`config.mk`:
```
export PLATFORM = sky130hd
export DESIGN_NAME = booth_mul_iter_flat
export DESIGN_NICKNAME = d
export VERILOG_FILES = /design/src/rtl/booth_mul_iter_pkg.sv /design/src/rtl/booth_mul_iter_if.sv /design/src/rtl/BoothEncoder4.sv /design/src/rtl/booth_mul_iter.sv /design/src/flat_wrapper.sv
export SDC_FILE = /design/constraint.sdc
export NUM_CORES = 2
export LEC_CHECK = 0
export ABC_AREA = 0
export CAP_MARGIN = 20
export CORE_MARGIN = 4
export CORE_UTILIZATION = 30
export DETAILED_ROUTE_END_ITERATION = 16
export PLACE_DENSITY = 0.56
export SYNTH_ARGS = -nofsm -noshare
export SYNTH_HDL_FRONTEND = slang
export SYNTH_SLANG_ARGS = --single-unit
```
`constraint.sdc`:
```
create_clock -name clock -period 16 [get_ports clock]
set_clock_uncertainty 0.15 [all_clocks]
set_input_delay 1.6 -clock clock [delete_from_list [all_inputs] [get_ports clock]]
set_output_delay 1.6 -clock clock [all_outputs]
set_load 0.02 [all_outputs]
```
`src/rtl/booth_mul_iter_pkg.sv`:
```
// Shared types and constants for the iterative radix-16 multiplier.
package booth_mul_iter_pkg;

  typedef enum logic [1:0] {
    OP_MUL    = 2'd0,
    OP_MULH   = 2'd1,
    OP_MULHSU = 2'd2,
    OP_MULHU  = 2'd3
  } op_e;

  typedef enum logic [1:0] {
    S_IDLE,
    S_BUSY,
    S_DONE
  } state_e;

  localparam int unsigned N_FULL = 16;
  localparam int unsigned N_WORD = 8;
  localparam int unsigned ACC_W  = 128;

  // Select the architectural result field from the 128-bit accumulator.
  function automatic logic [63:0] fmt_result(logic [ACC_W-1:0] acc, op_e op, logic word);
    if (word) return {{32{acc[31]}}, acc[31:0]};
    if (op == OP_MUL) return acc[63:0];
    return acc[ACC_W-1:64];
  endfunction

endpackage

```
`src/rtl/booth_mul_iter_if.sv`:
```
// Operand/result handshake bundle for booth_mul_iter.
interface booth_mul_iter_if;
  logic        io_in_valid;
  logic        io_in_ready;
  logic [63:0] io_in_bits_src1;
  logic [63:0] io_in_bits_src2;
  logic [1:0]  io_in_bits_op;
  logic        io_in_bits_word;
  logic        io_flush;
  logic        io_out_valid;
  logic        io_out_ready;
  logic [63:0] io_out_bits_result;

  modport master (
    output io_in_valid, io_in_bits_src1, io_in_bits_src2, io_in_bits_op,
           io_in_bits_word, io_flush, io_out_ready,
    input  io_in_ready, io_out_valid, io_out_bits_result
  );

  modport slave (
    input  io_in_valid, io_in_bits_src1, io_in_bits_src2, io_in_bits_op,
           io_in_bits_word, io_flush, io_out_ready,
    output io_in_ready, io_out_valid, io_out_bits_result
  );
endinterface

```
`src/rtl/BoothEncoder4.sv`:
```
// Radix-16 digit encoder: the 5-bit window is a two's-complement digit in [-16,15];
// negative digits are expressed as -(weight+1) so weight stays a plain 4-bit magnitude.
module BoothEncoder4 (
  input  logic [4:0] window,
  output logic       neg,
  output logic [3:0] weight
);
  assign neg    = window[4];
  assign weight = window[4] ? ~window[3:0] : window[3:0];
endmodule

```
`src/rtl/booth_mul_iter.sv`:
```
// Iterative 64x64 multiplier retiring one radix-16 digit of B per BUSY cycle
// into a 128-bit accumulator; supports MUL/MULH/MULHSU/MULHU and MULW.
module booth_mul_iter
  import booth_mul_iter_pkg::*;
(
  input  logic            clock,
  input  logic            reset,
  booth_mul_iter_if.slave io
);

  state_e           state_q;
  logic [63:0]      a_q, b_q;
  op_e              op_q;
  logic             word_q;
  logic [ACC_W-1:0] acc_q;
  logic [3:0]       cnt_q;
  logic             in_ready_q, out_valid_q;
  logic [63:0]      result_q;

  logic [ACC_W-1:0] a_ext, prod, term, acc_nxt;
  logic [5:0]       shamt;
  logic [3:0]       last_cnt, weight;
  logic [4:0]       window;
  logic             b_signed, last_iter, neg;

  always_comb begin
    if (word_q)                                     a_ext = {{(ACC_W-32){a_q[31]}}, a_q[31:0]};
    else if (op_q == OP_MULH || op_q == OP_MULHSU)  a_ext = {{(ACC_W-64){a_q[63]}}, a_q};
    else                                            a_ext = {{(ACC_W-64){1'b0}}, a_q};
  end

  assign shamt     = {cnt_q, 2'b00};
  assign last_cnt  = word_q ? 4'(N_WORD - 1) : 4'(N_FULL - 1);
  assign last_iter = (cnt_q == last_cnt);
  assign b_signed  = !word_q && (op_q == OP_MULH);
  // Only the top digit carries B's sign; lower digits are unsigned nibbles.
  assign window    = {last_iter && b_signed && b_q[63], b_q[shamt +: 4]};

  BoothEncoder4 u_enc (
    .window (window),
    .neg    (neg),
    .weight (weight)
  );

  assign prod    = a_ext * {{(ACC_W-4){1'b0}}, weight};
  assign term    = neg ? (~prod + ACC_W'(1) - a_ext) : prod;
  assign acc_nxt = acc_q + (term << shamt);

  always_ff @(posedge clock) begin
    if (reset) begin
      state_q     <= S_IDLE;
      a_q         <= '0;
      b_q         <= '0;
      op_q        <= OP_MUL;
      word_q      <= 1'b0;
      acc_q       <= '0;
      cnt_q       <= '0;
      in_ready_q  <= 1'b1;
      out_valid_q <= 1'b0;
      result_q    <= '0;
    end else if (io.io_flush) begin
      state_q     <= S_IDLE;
      in_ready_q  <= 1'b1;
      out_valid_q <= 1'b0;
      result_q    <= '0;
    end else begin
      case (state_q)
        S_IDLE: begin
          if (io.io_in_valid) begin
            a_q        <= io.io_in_bits_src1;
            b_q        <= io.io_in_bits_src2;
            op_q       <= op_e'(io.io_in_bits_op);
            word_q     <= io.io_in_bits_word;
            acc_q      <= '0;
            cnt_q      <= '0;
            in_ready_q <= 1'b0;
            state_q    <= S_BUSY;
          end
        end
        S_BUSY: begin
          acc_q <= acc_nxt;
          cnt_q <= cnt_q + 4'd1;
          if (last_iter) begin
            state_q     <= S_DONE;
            out_valid_q <= 1'b1;
            result_q    <= fmt_result(acc_nxt, op_q, word_q);
          end
        end
        S_DONE: begin
          if (io.io_out_ready) begin
            state_q     <= S_IDLE;
            out_valid_q <= 1'b0;
            result_q    <= '0;
            in_ready_q  <= 1'b1;
          end
        end
        default: state_q <= S_IDLE;
      endcase
    end
  end

  assign io.io_in_ready        = in_ready_q;
  assign io.io_out_valid       = out_valid_q;
  assign io.io_out_bits_result = result_q;

endmodule

```
`src/flat_wrapper.sv`:
```
// flat-port wrapper written by rule: the top's interface ports become plain ports
module booth_mul_iter_flat import booth_mul_iter_pkg::*;
  (clock, reset, io_io_in_valid, io_io_in_bits_src1, io_io_in_bits_src2, io_io_in_bits_op, io_io_in_bits_word, io_io_flush, io_io_out_ready, io_io_in_ready, io_io_out_valid, io_io_out_bits_result);
  booth_mul_iter_if io_i ();
  input  logic clock;
  input  logic reset;
  input wire logic [$bits(io_i.io_in_valid)-1:0] io_io_in_valid;
  input wire logic [$bits(io_i.io_in_bits_src1)-1:0] io_io_in_bits_src1;
  input wire logic [$bits(io_i.io_in_bits_src2)-1:0] io_io_in_bits_src2;
  input wire logic [$bits(io_i.io_in_bits_op)-1:0] io_io_in_bits_op;
  input wire logic [$bits(io_i.io_in_bits_word)-1:0] io_io_in_bits_word;
  input wire logic [$bits(io_i.io_flush)-1:0] io_io_flush;
  input wire logic [$bits(io_i.io_out_ready)-1:0] io_io_out_ready;
  output wire logic [$bits(io_i.io_in_ready)-1:0] io_io_in_ready;
  output wire logic [$bits(io_i.io_out_valid)-1:0] io_io_out_valid;
  output wire logic [$bits(io_i.io_out_bits_result)-1:0] io_io_out_bits_result;
  assign io_i.io_in_valid = io_io_in_valid;
  assign io_i.io_in_bits_src1 = io_io_in_bits_src1;
  assign io_i.io_in_bits_src2 = io_io_in_bits_src2;
  assign io_i.io_in_bits_op = io_io_in_bits_op;
  assign io_i.io_in_bits_word = io_io_in_bits_word;
  assign io_i.io_flush = io_io_flush;
  assign io_i.io_out_ready = io_io_out_ready;
  assign io_io_in_ready = io_i.io_in_ready;
  assign io_io_out_valid = io_i.io_out_valid;
  assign io_io_out_bits_result = io_i.io_out_bits_result;
  booth_mul_iter u_core (.clock(clock), .reset(reset), .io(io_i));
endmodule
```
==> parameters.txt <==
Parameter                              Value

Setup path
  Crit start category    flip-flop
  Slowest cell on the critical path    dfxtp_4
  Startpoint of the worst-slack reg-to-reg timing path    u_core.cnt_q[0]$_SDFFE_PP0P_
  Type of element capturing the critical path    flip-flop
  Largest incremental delay on the critical path    0.58 ns
  Highest net fanout along the worst path    61
  R2R cell count    48
  Register-to-register setup slack    0.83 ns
  Crit Path Category    reg2reg
  Arrival time at the worst endpoint    15.52 ns
  Required time worst endpoint    16.36 ns
  Crit Reg-Reg Endpoint    u_core.acc_q[120]$_SDFFE_PP0P_
  Worst path most repeated cell    o21ai_0

Route
  Routed wire per std cell    24.7 µm
  Number of search-and-repair iterations in the first detailed-routing pass    5
  Initial drt markers    4880
  Drt total wl    190 mm
  Residual antenna-violating net count after detailed routing    0
  Vias    44700
  Detailed-route DRC error count    0
  Via-to-Cell Ratio    5.81

CTS
  Clock tree from TritonCTS    done
  Number of buffers added by the clock tree synthesis step    43
  Total number of clock tree sinks    331
  Clock edge transition at the registers on the reported setup and hold paths    0.06 ns
  Later-pin clock latency in the skew report    0.65 ns
  # H-tree levels    2
  Clk root buf    clkbuf_16
  Number of buffers inserted to repair setup after CTS    0
  Maximum clock insertion buffer count    3

Outcome
  Run status    completed

Logic synthesis
  Share of Yosys cell area claimed by the top area cell type    0.156
  Biggest area consumer among synthesized cells    dfxtp_1
  Netlist area before placement    42400 µm²
  Count of flip-flops with a built-in enable after synthesis    0
  Avg Cell Area, Syn    7.27 µm²
  Seq/Total Area, Yosys    0.156
  Count of unique library cells instantiated by Yosys    103
  Seq cells post-synth    331
  Yosys warns    0
  Net Count, Synth    6515
  Synth async-reset ratio    0
  Cell count after synthesis    5832
  Dominant register cell in the synthesized netlist    dfxtp_1
  Synth area leaders    dfxtp_1 16%, ha_1 12%, a21oi_1 7.4%, nand2_1 6.8%, fa_1 6.3%

Die
  Die X-Extent    384 µm
  Area of the core region    140000 µm²
  Initial Utilization    0.303
  Boundary pin count    202
  Die boundary height    384 µm
  Overall die area    147000 µm²
  Number of standard-cell rows in the floorplan    137

Finish
  Fillers    15100
  Multi-input gate area in the final layout    33300 µm²
  Final nets    6456
  Most frequent cells in the layout    772 x nand2_1, 629 x nor2_1, 628 x a21oi_1, 413 x ha_1, 336 x o21ai_0
  Combined flip-flop and latch cell area    6640 µm²
  Area added between synthesis and finish    12.5%
  Proportion of layout cells with a drive suffix above 1    0.0613
  Most common cell after layout, fill and taps aside    nand2_1

Job
  Maxcap violations    0

Power and ir drop
  Leak    0.0204 µW
  Power density over the cells    63.9 nW/µm²
  Maximum vdd ir drop    0.0669 mV
  Total Power Consumption    3050 µW

GRT
  Via count of the first global-routing pass    42000
  First-pass GRT wire length    279 mm
  Total overflow reported by the global router    0
  Antenna violations before repair    5
  Pin count of the biggest net entering global routing    121
  Gr usage total    0.248

STA
  RSZ-0062 raised after global routing    no
  Clock period minus worst slack    15.17 ns
  Slew @ Worst Pin    1.18 ns
  Final count of negative-setup-slack endpoints    0
  Final-layout setup total negative slack    0 ns
  Final slew viol count    0
  Final Hold Violating Endpoints    0
  Post-route clock period utilization    0.948
  Relative slew slack    0.213
  Maximum operating frequency    65.9 MHz

Hold path
  Cell count of the worst hold path    2
  Hold Path Sink    u_core.io.io_out_bits_result[34]$_SDFFE_PP0P_
  HP Class    reg2reg
  Beginning of the worst hold path    u_core.io.io_out_bits_result[34]$_SDFFE_PP0P_

Placed design
  Input/output buffers    201
  Detailed placement HPWL    154 mm
  Final RePlAce weighted congestion    0.999
## worst max-delay path by stage
stage	from	to	slack (ns)	cells past startpoint
6_report	u_core.cnt_q[0]$_SDFFE_PP0P_	u_core.acc_q[120]$_SDFFE_PP0P_	0.83	48
3_5_place_dp	u_core.cnt_q[0]$_SDFFE_PP0P_	u_core.io.io_out_bits_result[45]$_SDFFE_PP0P_	0.97	48
3_3_place_gp	u_core.cnt_q[0]$_SDFFE_PP0P_	u_core.io.io_out_bits_result[45]$_SDFFE_PP0P_	0.97	45
4_1_cts	u_core.cnt_q[0]$_SDFFE_PP0P_	u_core.io.io_out_bits_result[45]$_SDFFE_PP0P_	0.90	48
5_1_grt	u_core.cnt_q[0]$_SDFFE_PP0P_	u_core.io.io_out_bits_result[45]$_SDFFE_PP0P_	0.04	47
2_1_floorplan	u_core.cnt_q[0]$_SDFFE_PP0P_	u_core.io.io_out_bits_result[63]$_SDFFE_PP0P_	2.91	53
## Yosys cell counts (all sizes together), types with 22 or more instances
cell type / n
nor2b: 40
nor2: 634
fa: 134
o21ai: 348
nand4: 95
o21bai: 57
o31ai: 29
a21boi: 28
xnor2: 138
buf: 47
and3: 41
o22ai: 29
dfxtp: 331
a21oi: 629
a31o: 27
nand3: 100
o21a: 62
o221ai: 23
xor2: 105
o211ai: 33
clkbuf: 338
mux4: 41
ha: 413
a221oi: 22
nor3: 87
inv: 294
or3: 30
a211oi: 57
mux2i: 101
a22oi: 91
and2: 45
nand2: 773
a31oi: 44
a21o: 186
nand2b: 38
mux2: 45
or2: 26
## stage by stage
step           instances  setup WS (ns)  instance area (µm²)  hold WS (ns)   util
2_1_floorplan       5832           2.91                42400         0.279      -
6_report            7687          0.834                47700         0.296  0.341
5_1_grt             7683         0.0444                47700         0.323  0.341
3_3_place_gp        7601          0.971                46000         0.287  0.329
4_1_cts             7682          0.899                47700         0.303  0.341
3_5_place_dp        7603          0.966                46100         0.295  0.329
## power breakdown
part           total [µW]  switching, µW  internal, µW
clock                1120            445           671
combinational        1080            703           376
sequential            854           14.1           840
total                3050           1160          1890
## worst max-delay path, delay by kind of cell, from the launching register on
| family | cells | cell delay (ns) |
|---|---|---|
| simple gates | 8 | 1.68 |
| mux | 4 | 1.54 |
| xor+xnor | 4 | 1.27 |
| fa+ha+maj | 6 | 2.45 |
| flops | 1 | 0.58 |
| compound gates | 22 | 6.79 |
| buf+inv | 4 | 0.51 |
## sequential cells by signal (all words and copies together), names as in the netlist, 2 cells and up
signal	count
u_core.acc_q	128
u_core.state_q	2
u_core.cnt_q	4
u_core.io.io_out_bits_result	64
u_core.op_q	2
u_core.b_q	64
u_core.a_q	64
## cells by family after synthesis
kind of cell	after synthesis	synth area share
AOI/OAI and AO/OA	1869	0.284
xor gates and xnor gates	243	0.0502
adders and majority gates	547	0.185
buffers and inverters	680	0.0613
DFF	331	0.156
muxes	187	0.0576
and+or+nand+nor	1975	0.206
## area by class of cell
cell class              count  share of cell area
multi-input cells        4821               0.698
flip-flops and latches    331               0.139
repair buffers            281              0.0563
well taps                1876              0.0492
clock buffers              56              0.0261
inverters                 295              0.0232
clock inverters            23             0.00771
diodes                      4            0.000210
## repair_timing
item | 4_1_cts | 5_1_grt
hold buffers | 0 | 0
setup endpoints to repair | 0 | 4
gates resized for setup | 0 | 5
hold endpoints to repair | 0 | 0
## routing by layer
layer / vias to the layer above / wire (µm) / track usage
met5: - / 0 / 0
met4: 0 / 7150 / 0.0851
met3: 245 / 16100 / 0.0397
met2: 1988 / 79100 / 0.366
met1: 21700 / 87800 / 0.363
li1: 20800 / - / -
(Power assumes the default switching activity.)
